--- src/rtl/div_sign_seq_pkg.sv ---
// rtl/div_sign_seq_pkg.sv - shared muldiv package: sequencer states, INT_MIN, timeout counter width
package div_sign_seq_pkg;

  typedef enum logic [1:0] {
    IDLE,
    LAUNCH,
    WAIT,
    DONE
  } state_t;

  localparam logic [31:0] INT_MIN = 32'h8000_0000;

  // Wide enough for any TIMEOUT_CYC up to 255
  localparam int TMO_W = 8;

endpackage

--- src/rtl/div_sign_seq_neg_cond.sv ---
// rtl/div_sign_seq_neg_cond.sv - conditional two's-complement negate, WIDTH bits
module div_sign_seq_neg_cond #(
  parameter int WIDTH = 32
) (
  input  logic [WIDTH-1:0] x,
  input  logic             neg,
  output logic [WIDTH-1:0] y
);

  assign y = neg ? (~x + WIDTH'(1)) : x;

endmodule

--- src/rtl/div_sign_seq.sv ---
// rtl/div_sign_seq.sv - signed-division sequencer around an unsigned divider; DIV_ZERO_FASTPATH_EN skips the divider on /0 and overflow
module div_sign_seq
  import div_sign_seq_pkg::*;
#(
  parameter int WIDTH       = 32,
  parameter int TIMEOUT_CYC = 40
) (
  input  logic             clock,
  input  logic             reset,
  input  logic             ctrl_DIV,
  input  logic             is_signed,
  input  logic [WIDTH-1:0] operand_a,
  input  logic [WIDTH-1:0] operand_b,
  output logic             div_start,
  output logic [WIDTH-1:0] div_a,
  output logic [WIDTH-1:0] div_b,
  input  logic [WIDTH-1:0] div_quotient,
  input  logic [WIDTH-1:0] div_remainder,
  input  logic             div_ready,
  input  logic             div_exception,
  output logic [WIDTH-1:0] data_result,
  output logic [WIDTH-1:0] data_rem,
  output logic             data_exception,
  output logic             data_resultRDY,
  output logic             busy
);

  localparam logic [WIDTH-1:0] MIN_VAL = WIDTH'(INT_MIN);

  state_t state, next_state;

  logic             sa_now, sb_now, zero_now, ovf_now;
  logic             sa_r, sb_r, zero_r, ovf_r;
  logic [WIDTH-1:0] a_r;
  logic [WIDTH-1:0] mag_a, mag_b, fix_q, fix_r;
  logic [TMO_W-1:0] tmo_cnt;
  logic             tmo_hit;
  logic             load, fin_zero, fin_ovf, fin_tmo;
  logic [WIDTH-1:0] fin_a, res_q, res_r;
  logic             res_exc;

  assign sa_now   = is_signed & operand_a[WIDTH-1];
  assign sb_now   = is_signed & operand_b[WIDTH-1];
  assign zero_now = (operand_b == '0);
  assign ovf_now  = is_signed && (operand_a == MIN_VAL) && (operand_b == '1);
  assign tmo_hit  = (tmo_cnt == TMO_W'(TIMEOUT_CYC - 1));

  div_sign_seq_neg_cond #(.WIDTH(WIDTH)) u_neg_a (.x(operand_a),     .neg(sa_now),      .y(mag_a));
  div_sign_seq_neg_cond #(.WIDTH(WIDTH)) u_neg_b (.x(operand_b),     .neg(sb_now),      .y(mag_b));
  div_sign_seq_neg_cond #(.WIDTH(WIDTH)) u_neg_q (.x(div_quotient),  .neg(sa_r ^ sb_r), .y(fix_q));
  div_sign_seq_neg_cond #(.WIDTH(WIDTH)) u_neg_r (.x(div_remainder), .neg(sa_r),        .y(fix_r));

  always_comb begin
    next_state     = state;
    load           = 1'b0;
    fin_zero       = zero_r;
    fin_ovf        = ovf_r;
    fin_tmo        = 1'b0;
    fin_a          = a_r;
    div_start      = 1'b0;
    data_resultRDY = 1'b0;
    busy           = 1'b1;
    case (state)
      IDLE: begin
        busy = 1'b0;
        if (ctrl_DIV) begin
          next_state = LAUNCH;
`ifdef DIV_ZERO_FASTPATH_EN
          if (zero_now || ovf_now) begin
            next_state = DONE;
            load       = 1'b1;
            fin_zero   = zero_now;
            fin_ovf    = ovf_now;
            fin_a      = operand_a;
          end
`endif
        end
      end
      LAUNCH: begin
        div_start  = 1'b1;
        next_state = WAIT;
      end
      WAIT: begin
        // A ready on the last counted cycle still wins over the timeout
        if (div_ready) begin
          next_state = DONE;
          load       = 1'b1;
        end else if (tmo_hit) begin
          next_state = DONE;
          load       = 1'b1;
          fin_tmo    = 1'b1;
        end
      end
      DONE: begin
        data_resultRDY = 1'b1;
        next_state     = IDLE;
      end
      default: next_state = IDLE;
    endcase

    if (fin_zero) begin
      res_q   = '0;
      res_r   = fin_a;
      res_exc = 1'b1;
    end else if (fin_ovf) begin
      res_q   = MIN_VAL;
      res_r   = '0;
      res_exc = 1'b1;
    end else if (fin_tmo) begin
      res_q   = '0;
      res_r   = '0;
      res_exc = 1'b1;
    end else begin
      res_q   = fix_q;
      res_r   = fix_r;
      res_exc = div_exception;
    end
  end

  always_ff @(posedge clock or posedge reset) begin
    if (reset) begin
      state          <= IDLE;
      tmo_cnt        <= '0;
      sa_r           <= 1'b0;
      sb_r           <= 1'b0;
      zero_r         <= 1'b0;
      ovf_r          <= 1'b0;
      a_r            <= '0;
      div_a          <= '0;
      div_b          <= '0;
      data_result    <= '0;
      data_rem       <= '0;
      data_exception <= 1'b0;
    end else begin
      state <= next_state;
      if (state == IDLE && ctrl_DIV) begin
        sa_r   <= sa_now;
        sb_r   <= sb_now;
        zero_r <= zero_now;
        ovf_r  <= ovf_now;
        a_r    <= operand_a;
        div_a  <= mag_a;
        div_b  <= mag_b;
      end
      if (state == WAIT && !div_ready) begin
        tmo_cnt <= tmo_cnt + TMO_W'(1);
      end else begin
        tmo_cnt <= '0;
      end
      if (load) begin
        data_result    <= res_q;
        data_rem       <= res_r;
        data_exception <= res_exc;
      end
    end
  end

endmodule

--- config.mk ---
export PLATFORM = sky130hd
export DESIGN_NAME = div_sign_seq
export DESIGN_NICKNAME = d
export VERILOG_FILES = /design/src/rtl/div_sign_seq_pkg.sv /design/src/rtl/div_sign_seq_neg_cond.sv /design/src/rtl/div_sign_seq.sv
export SDC_FILE = /design/constraint.sdc
export NUM_CORES = 1
export LEC_CHECK = 0
export CAP_MARGIN = 20
export CORE_MARGIN = 2
export CORE_UTILIZATION = 46
export CTS_BUF_LIST = sky130_fd_sc_hd__clkbuf_4 sky130_fd_sc_hd__clkbuf_8
export DETAILED_ROUTE_END_ITERATION = 10
export PLACE_DENSITY = 0.77
export SLEW_MARGIN = 20
export SYNTH_ARGS = -nofsm -noshare
export SYNTH_HDL_FRONTEND = slang
export SYNTH_HIERARCHICAL = 1
export SYNTH_SLANG_ARGS = --single-unit
--- constraint.sdc ---
create_clock -name clock -period 6 [get_ports clock]
set_clock_uncertainty 0.2 [all_clocks]
set_input_delay 1.5 -clock clock [delete_from_list [all_inputs] [get_ports clock]]
set_output_delay 1.5 -clock clock [all_outputs]
set_load 0.005 [all_outputs]
==> results_dict.tcl, run 1 <==
set metrics [dict create \
    status "completed" \
    period_needed_ns 3.68 \
    final_nets 1298 \
    wl_mm 28.9 \
    gp_congestion 0.863 \
    crit_type "primary input to flip-flop" \
    synthMuxAreaShare 0.143 \
    cts_tree "done" \
    clk_latency_ns 0.46 \
    core_area_mm2 0.0219 \
    final_cell_area_mm2 0.0136 \
    vias_per_cell 5.74 \
    grt_max_degree 176 \
    synthSimpleGateAreaFrac 0.144 \
    synth_compound_area_frac 0.141 \
    syn_to_final_growth_pct 31.9 \
    tns_ns 0 \
    fp.dieH_um 154 \
    critPathMaxStageDelay_ns 0.57 \
    rsz0062_at_grt "no" \
    cts_buffers 17 \
    final_hold_viol_count 0 \
    synth_xor_area_frac 0.107 \
    hp-class "flip-flop to flip-flop" \
    worst_pin_slew_ns 1.06 \
    synth_top_area_frac 0.424 \
    post_cts_buffers 0 \
    ctsResizeCount 0 \
    synth_cell_types 47 \
    htreeDepth 4 \
    p_switching_mw 1.90 \
    startpoint_type "primary input" \
    synth_area_leaders "dfrtp_1, mux2_2, xnor2_1" \
    cp.arrival_ns 3.82 \
    clockPowerShare 0.140 \
    wl_per_cell_um 20.0 \
    drive_above_1_share 0.186 \
    internal_power_mw 3.90 \
    drtPass1Iterations 5 \
    power_density_mw_per_mm2 426 \
    drtAntennaViolNets 0 \
    hold_buffers 0 \
    slew_headroom 0.291 \
    end_kind "flip-flop" \
    drc_errors 0 \
    synth_adder_area_share 0.0121 \
    clock_sinks 175 \
    cts.clk_slew.worst_paths_ns 0.08 \
    drv_slew 0 \
    pwr-share-comb 0.491 \
    worstPathMaxFanout 8 \
    swShare 0.328 \
    cp_top_family "simple AND/OR/NAND/NOR gates" \
    num_rows 54 \
    grt_pass1_wl_mm 45.9 \
    yosys_register_bits 175 \
    synth_common_cells "dfrtp_1, mux2_2, xnor2_1" \
    antenna_found_initial 0 \
    num_antenna_cells 0 \
    synth_edf_count 0 \
    dp_hpwl_mm 21.2 \
    async_flop_share 1.00 \
    ys.flop_type "dfrtp_1" \
    die_w_um 154 \
    syn_inst 909 \
    seq_power_share 0.369 \
    portBuffers 265 \
    routed-via-count 8300 \
    maxCapViolations 0 \
    yosysMostFrequentCell "dfrtp_1" \
    drt_iter0_drc 454 \
    placed_area_mm2 0.0132 \
    initial_core_util 0.471 \
    fmax_mhz 272 \
    synth_top_family_by_area "simple AND/OR/NAND/NOR gates" \
    grt_overflow 0 \
    yosysSeqAreaShare 0.424 \
    ctsRootBufferMaster "clkbuf_8" \
    p_leak_nw 5.17 \
    cpMaxStageDelayCell "nor4_4" \
    postSynthAreaPerCell_um2 11.4 \
    ios 266 \
    vdd_drop_max_mv 0.204 \
    cts.path.max_buffers 2 \
    setup_violations 0 \
    path_buf_inv 1 \
    required_ns 6.14 \
    period_share 0.613 \
    syn-num-nets 1053 \
    synth.largest_area_cell "dfrtp_1" \
    grt_pass1_vias 8218 \
    netlist_area_mm2 0.0103 \
    grt_util_all_layers 0.244 \
    yosysWarnings 6 \
    dieArea_mm2 0.0237 \
    path_cells "clkdlybuf4s50_1, nor4_4, nand3_1, o31ai_1, xnor2_1, a22o_1, mux2_2" \
]
-- area by class of cell --
class | instances | area, um2
flip-flops and latches | 175 | 4380
clock inverters | 12 | 108
repair buffers | 273 | 2730
clock buffers | 20 | 275
inverters | 24 | 93.8
well taps | 280 | 350
fillers | 1794 | 8270
multi-input cells | 663 | 5690
-- cell families after synthesis --
logic type	count (synthesis)
compound gates	179
xor+xnor	126
fa+ha+maj	10
buf+inv	71
flops	175
mux	131
simple gates	217
-- worst reg2reg max path, cell delays in order (launching register included) --
cell and delay (ns):
dfrtp_1 0.46, nor4_2 0.52, and2_1 0.22, o21a_2 0.83, mux2_2 0.45
-- through the flow --
stage          setup WS [ns]  total power, mW  instances  utilization  hold slack [ns]
6_report                2.32             5.80       1447        0.622            0.268
5_1_grt                 2.23             6.19       1447        0.622            0.281
4_1_cts                 2.38             5.86       1447        0.622            0.268
3_5_place_dp            1.90             5.02       1415        0.605            0.256
3_3_place_gp            1.95             4.96       1415        0.605            0.248
2_1_floorplan           2.06             3.58        909            -            0.233
-- power groups by stage --
stage	Combinational [mW]	Sequential (mW)	Clock [mW]
floorplan	1.51	2.07	0
global placement	2.81	2.15	0
detailed placement	2.86	2.16	0
CTS	2.88	2.14	0.838
global route	3.09	2.21	0.886
finish	2.85	2.14	0.811
-- registers in the layout, indices dropped and copies added, names as in the netlist, 2 cells and up --
signal / flops
data_result: 32
div_b: 32
a_r: 32
tmo_cnt: 8
state: 2
div_a: 32
data_rem: 32
-- cells in the final DEF (no fill, tap or decap), types with 13 or more instances in the layout --
master | Yosys | routed
clkbuf_8 | 0 | 20
o21ai_0 | 37 | 37
clkdlybuf4s50_1 | 0 | 265
a22o_1 | 54 | 54
xnor2_1 | 122 | 122
o31ai_1 | 33 | 33
nor2_1 | 15 | 15
o41ai_1 | 20 | 20
nand4_1 | 29 | 29
nand2_1 | 51 | 50
nor4_1 | 23 | 23
dfrtp_1 | 175 | 175
nor4_4 | 16 | 16
inv_1 | 24 | 23
nand3_1 | 18 | 18
mux2_2 | 128 | 128
o41ai_2 | 16 | 16
nand2b_1 | 13 | 13
-- worst paths after layout --
kind	start	end	slack, ns	depth (start not counted)
worst max-delay path	div_remainder[4]	data_rem[23]	2.32	7
worst min-delay path	tmo_cnt[0]	tmo_cnt[0]	0.27	1
worst max register to register	tmo_cnt[3]	data_rem[23]	3.22	4
worst min register to register	tmo_cnt[0]	tmo_cnt[0]	0.27	1
max in group asynchronous	reset	data_rem[26]	3.42	3
min in group asynchronous	reset	data_exception	1.37	3
-- layer usage --
| metal | vias up | track usage | part of all wire |
|---|---|---|---|
| li1 | 3877 | - | - |
| met1 | 4115 | 0.340 | 0.45 |
| met2 | 263 | 0.384 | 0.47 |
| met3 | 45 | 0.0462 | 0.054 |
| met4 | 0 | 0.0852 | 0.025 |
| met5 | - | 0 | 0 |
(Power assumes the default switching activity.)
==> run 2, diff against run 1 <==
- clock period: 6 -> 3.05 ns (I/O delays scaled with it)
==> results_dict.tcl, run 2 (synthesized netlist as in run 1, its figures left out) <==
set metrics [dict create \
    status "completed" \
    path_common_cell "inv_1" \
    grt_use_met2 0.423 \
    period_share 0.929 \
    totalPowerFinal_mw 11.9 \
    maxCapViolations 0 \
    antenna_found_initial 1 \
    dp.cells 1565 \
    grt_max_degree 64 \
    grt_pass1_vias 9131 \
    use_met3 0.0400 \
    placed_area_mm2 0.0144 \
    period_needed_ns 2.83 \
    vias_per_cell 5.64 \
    drtAntennaViolNets 0 \
    clock_sinks 175 \
    syn_to_final_growth_pct 44.2 \
    hold-worst-slack_ns 0.280 \
    critPathMaxStageDelay_ns 0.53 \
    top_usage_layer "met2" \
    use_met1 0.362 \
    required_ns 2.09 \
    slew_headroom 0.555 \
    rsz0062_at_grt "no" \
    startpoint_type "flip-flop" \
    wl_per_cell_um 19.4 \
    path_buf_inv 3 \
    p_leak_nw 5.96 \
    cp.arrival_ns 1.87 \
    crit_type "flip-flop to output port" \
    num_rows 54 \
    path_cells "inv_1, ha_1, inv_1, clkdlybuf4s50_1" \
    fin_cells 1597 \
    core_area_mm2 0.0219 \
    drtPass1Iterations 5 \
    portBuffers 265 \
    vdd_drop_max_mv 0.445 \
    worst_pin_slew_ns 0.666 \
    cts.path.max_buffers 2 \
    final_hold_viol_count 0 \
    fmax_mhz 353 \
    htreeDepth 4 \
    gp_congestion 0.882 \
    routed-via-count 9009 \
    cts_buffers 17 \
    hold_buffers 0 \
    dieArea_mm2 0.0237 \
    tns_ns 0 \
    setup_violations 0 \
    die_w_um 154 \
    final_cell_area_mm2 0.0149 \
    cts.clk_slew.worst_paths_ns 0.09 \
    preCtsSetupSlack_ns -0.186 \
    layout_setup_ws_ns 0.215 \
    grt_overflow 0 \
    final_common_cell "clkdlybuf4s50_1" \
    drt_iter0_drc 505 \
    final_cell_mix "clkdlybuf4s50_1, dfrtp_1, buf_4" \
    ios 266 \
    grt_pass1_wl_mm 49.6 \
    ctsResizeCount 0 \
    power_density_mw_per_mm2 801 \
    wl_mm 31.0 \
    dp_hpwl_mm 23.9 \
    drv_slew 0 \
    end_kind "output port" \
    fillers 1713 \
    cp_top_family "buffers and inverters" \
    initial_core_util 0.471 \
    final_nets 1448 \
    fp.dieH_um 154 \
    finish.utilization 0.680 \
    cpMaxStageDelayCell "clkdlybuf4s50_1" \
    grt_util_all_layers 0.263 \
    clk_latency_ns 0.46 \
    worstPathMaxFanout 4 \
    ctsRootBufferMaster "clkbuf_8" \
    post_cts_buffers 0 \
    hp-class "flip-flop to flip-flop" \
    drive_above_1_share 0.277 \
    drc_errors 0 \
    cts_tree "done" \
]
-- run 2: changes by cell type in the layout (fill, tap and decap cells not counted), sizes merged --
cell and delta:
diode +1, buf +150, inv +3, bufinv +3, clkinv -4, clkbuf -3
-- run 2: layout make-up --
class,count,area (um2),share of cell area
sequential,175,4380,0.294
timing repair buffer,423,3940,0.265
clock inverter,14,203,0.0136
clock buffer,17,234,0.0157
multi-input combinational,663,5690,0.382
antenna,1,2.50,0.000168
tap,280,350,0.0235
inverter,24,93.8,0.00630
-- run 2: final timing paths --
path / to / slack, ns / cells after the start / from
min: tmo_cnt[0] / 0.28 / 1 / tmo_cnt[0]
max: busy / 0.22 / 4 / state[0]
min in group asynchronous: div_b[3] / 0.49 / 2 / reset
max in group asynchronous: tmo_cnt[2] / 1.45 / 3 / reset
max reg2reg: data_rem[19] / 0.39 / 7 / state[0]
min reg2reg: tmo_cnt[0] / 0.28 / 1 / tmo_cnt[0]
-- run 2: where the power goes --
part	total [mW]	internal (mW)	switching [mW]
clock	1.84	0.910	0.927
combinational	5.87	3.69	2.19
sequential	4.21	3.44	0.772
total	11.9	8.04	3.89
-- run 2: layer usage --
metal | wire length (um) | share of wire
met5 | 0 | 0
met4 | 887 | 0.029
met2 | 14800 | 0.48
met3 | 1530 | 0.049
met1 | 13800 | 0.45
==> run 3, diff against run 2 <==
- PLACE_DENSITY: 0.77 -> 0.86
==> results_dict.tcl, run 3 (synthesized netlist as in run 1, its figures left out) <==
set metrics [dict create \
    crit_type "flip-flop to output port" \
    critPathMaxStageDelay_ns 0.53 \
    initial_core_util 0.471 \
    syn_to_final_growth_pct 43.3 \
    period_share 0.920 \
    hold_buffers 0 \
    startpoint_type "flip-flop" \
    cts_buffers 17 \
    cp_top_family "buffers and inverters" \
    num_antenna_cells 0 \
    cpMaxStageDelayCell "clkdlybuf4s50_1" \
    vdd_drop_max_mv 0.450 \
    gp_congestion 0.903 \
    ctsRootBufferMaster "clkbuf_8" \
    p_leak_nw 5.88 \
    antenna_found_initial 0 \
    portBuffers 265 \
    dp_hpwl_mm 24.3 \
    wl_mm 31.6 \
    slew_headroom 0.520 \
    end_kind "output port" \
    ios 266 \
    num_rows 54 \
    drive_above_1_share 0.272 \
    wl_per_cell_um 19.9 \
    die_w_um 154 \
    final_cell_mix "clkdlybuf4s50_1, dfrtp_1, buf_4" \
    drc_errors 0 \
    worst_pin_slew_ns 0.720 \
    final_nets 1440 \
    maxCapViolations 0 \
    grt_pass1_vias 9506 \
    setup_violations 0 \
    rsz0062_at_grt "no" \
    final_hold_viol_count 0 \
    preCtsSetupSlack_ns -0.174 \
    drtAntennaViolNets 0 \
    post_cts_buffers 0 \
    ctsResizeCount 0 \
    hp-class "flip-flop to flip-flop" \
    grt_pass1_wl_mm 50.5 \
    status "completed" \
    layout_setup_ws_ns 0.244 \
    final_common_cell "clkdlybuf4s50_1" \
    totalPowerFinal_mw 11.7 \
    clk_latency_ns 0.46 \
    fp.dieH_um 154 \
    clock_sinks 175 \
    drt_iter0_drc 643 \
    fmax_mhz 356 \
    grt_overflow 0 \
    required_ns 2.09 \
    routed-via-count 9135 \
    drv_slew 0 \
    cts.clk_slew.worst_paths_ns 0.08 \
    cts_tree "done" \
    period_needed_ns 2.81 \
    path_cells "inv_1, ha_1, inv_1, clkdlybuf4s50_1" \
    core_area_mm2 0.0219 \
    worstPathMaxFanout 4 \
    power_density_mw_per_mm2 794 \
    cp.arrival_ns 1.84 \
    htreeDepth 4 \
    grt_util_all_layers 0.268 \
    cts.path.max_buffers 2 \
    vias_per_cell 5.76 \
    path_buf_inv 3 \
    grt_max_degree 61 \
    dieArea_mm2 0.0237 \
    path_common_cell "inv_1" \
    drtPass1Iterations 5 \
]
run 3: changes by cell type in the layout (fill, tap and decap cells not counted), sizes merged:
cell / before / now
buf: 158 / 150
bufinv: 4 / 2
clkbuf: 17 / 21
clkinvlp: 1 / 4
diode: 1 / 0
inv: 30 / 24
run 3: layout make-up:
| type | count | area (um2) |
|---|---|---|
| tap | 280 | 350 |
| multi-input combinational | 663 | 5690 |
| timing repair buffer | 415 | 3890 |
| fill | 1648 | 7100 |
| clock inverter | 9 | 110 |
| clock buffer | 21 | 277 |
| inverter | 24 | 93.8 |
| sequential | 175 | 4380 |
run 3: metrics by stage:
stage | area, um2 | instances | util | hold slack (ns) | TNS [ns]
6_report | 14800 | 1587 | 0.675 | 0.269 | 0
5_1_grt | 14800 | 1587 | 0.675 | 0.293 | 0
4_1_cts | 14800 | 1587 | 0.675 | 0.270 | 0
3_5_place_dp | 14400 | 1557 | 0.658 | 0.257 | -1.01
3_3_place_gp | 14400 | 1557 | 0.658 | 0.252 | -0.472
2_1_floorplan | 10300 | 909 | - | 0.233 | -26.45
run 3: power by group:
part	switching, mW	internal (mW)
logic	2.21	3.67
clock network	0.848	0.781
registers	0.790	3.44
run 3: path summary, 6_finish.rpt:
kind                       cells after the start  slack (ns)           end       start
max in group asynchronous                      3        1.56      div_a[7]       reset
min                                            1        0.27    tmo_cnt[0]  tmo_cnt[0]
max                                            4        0.24          busy    state[0]
min reg2reg                                    1        0.27    tmo_cnt[0]  tmo_cnt[0]
min in group asynchronous                      2        0.46      div_b[3]       reset
max reg2reg                                    7        0.42  data_rem[12]    state[0]
run 3: worst register-to-register path: cells and delay by family, from the launching register on:
kind / cells / cell delay (ns)
buf+inv: 2 / 0.39
mux: 1 / 0.27
compound gates: 2 / 0.39
fa+ha+maj: 1 / 0.48
flops: 1 / 0.42
simple gates: 1 / 0.38
run 3: metal layers:
| metal | GRT usage | vias to the layer above | wire length [um] |
|---|---|---|---|
| li1 | - | 4166 | - |
| met1 | 0.363 | 4555 | 13700 |
| met4 | 0.0909 | 0 | 893 |
| met3 | 0.0499 | 65 | 1770 |
| met2 | 0.436 | 349 | 15200 |
| met5 | 0 | - | 0 |
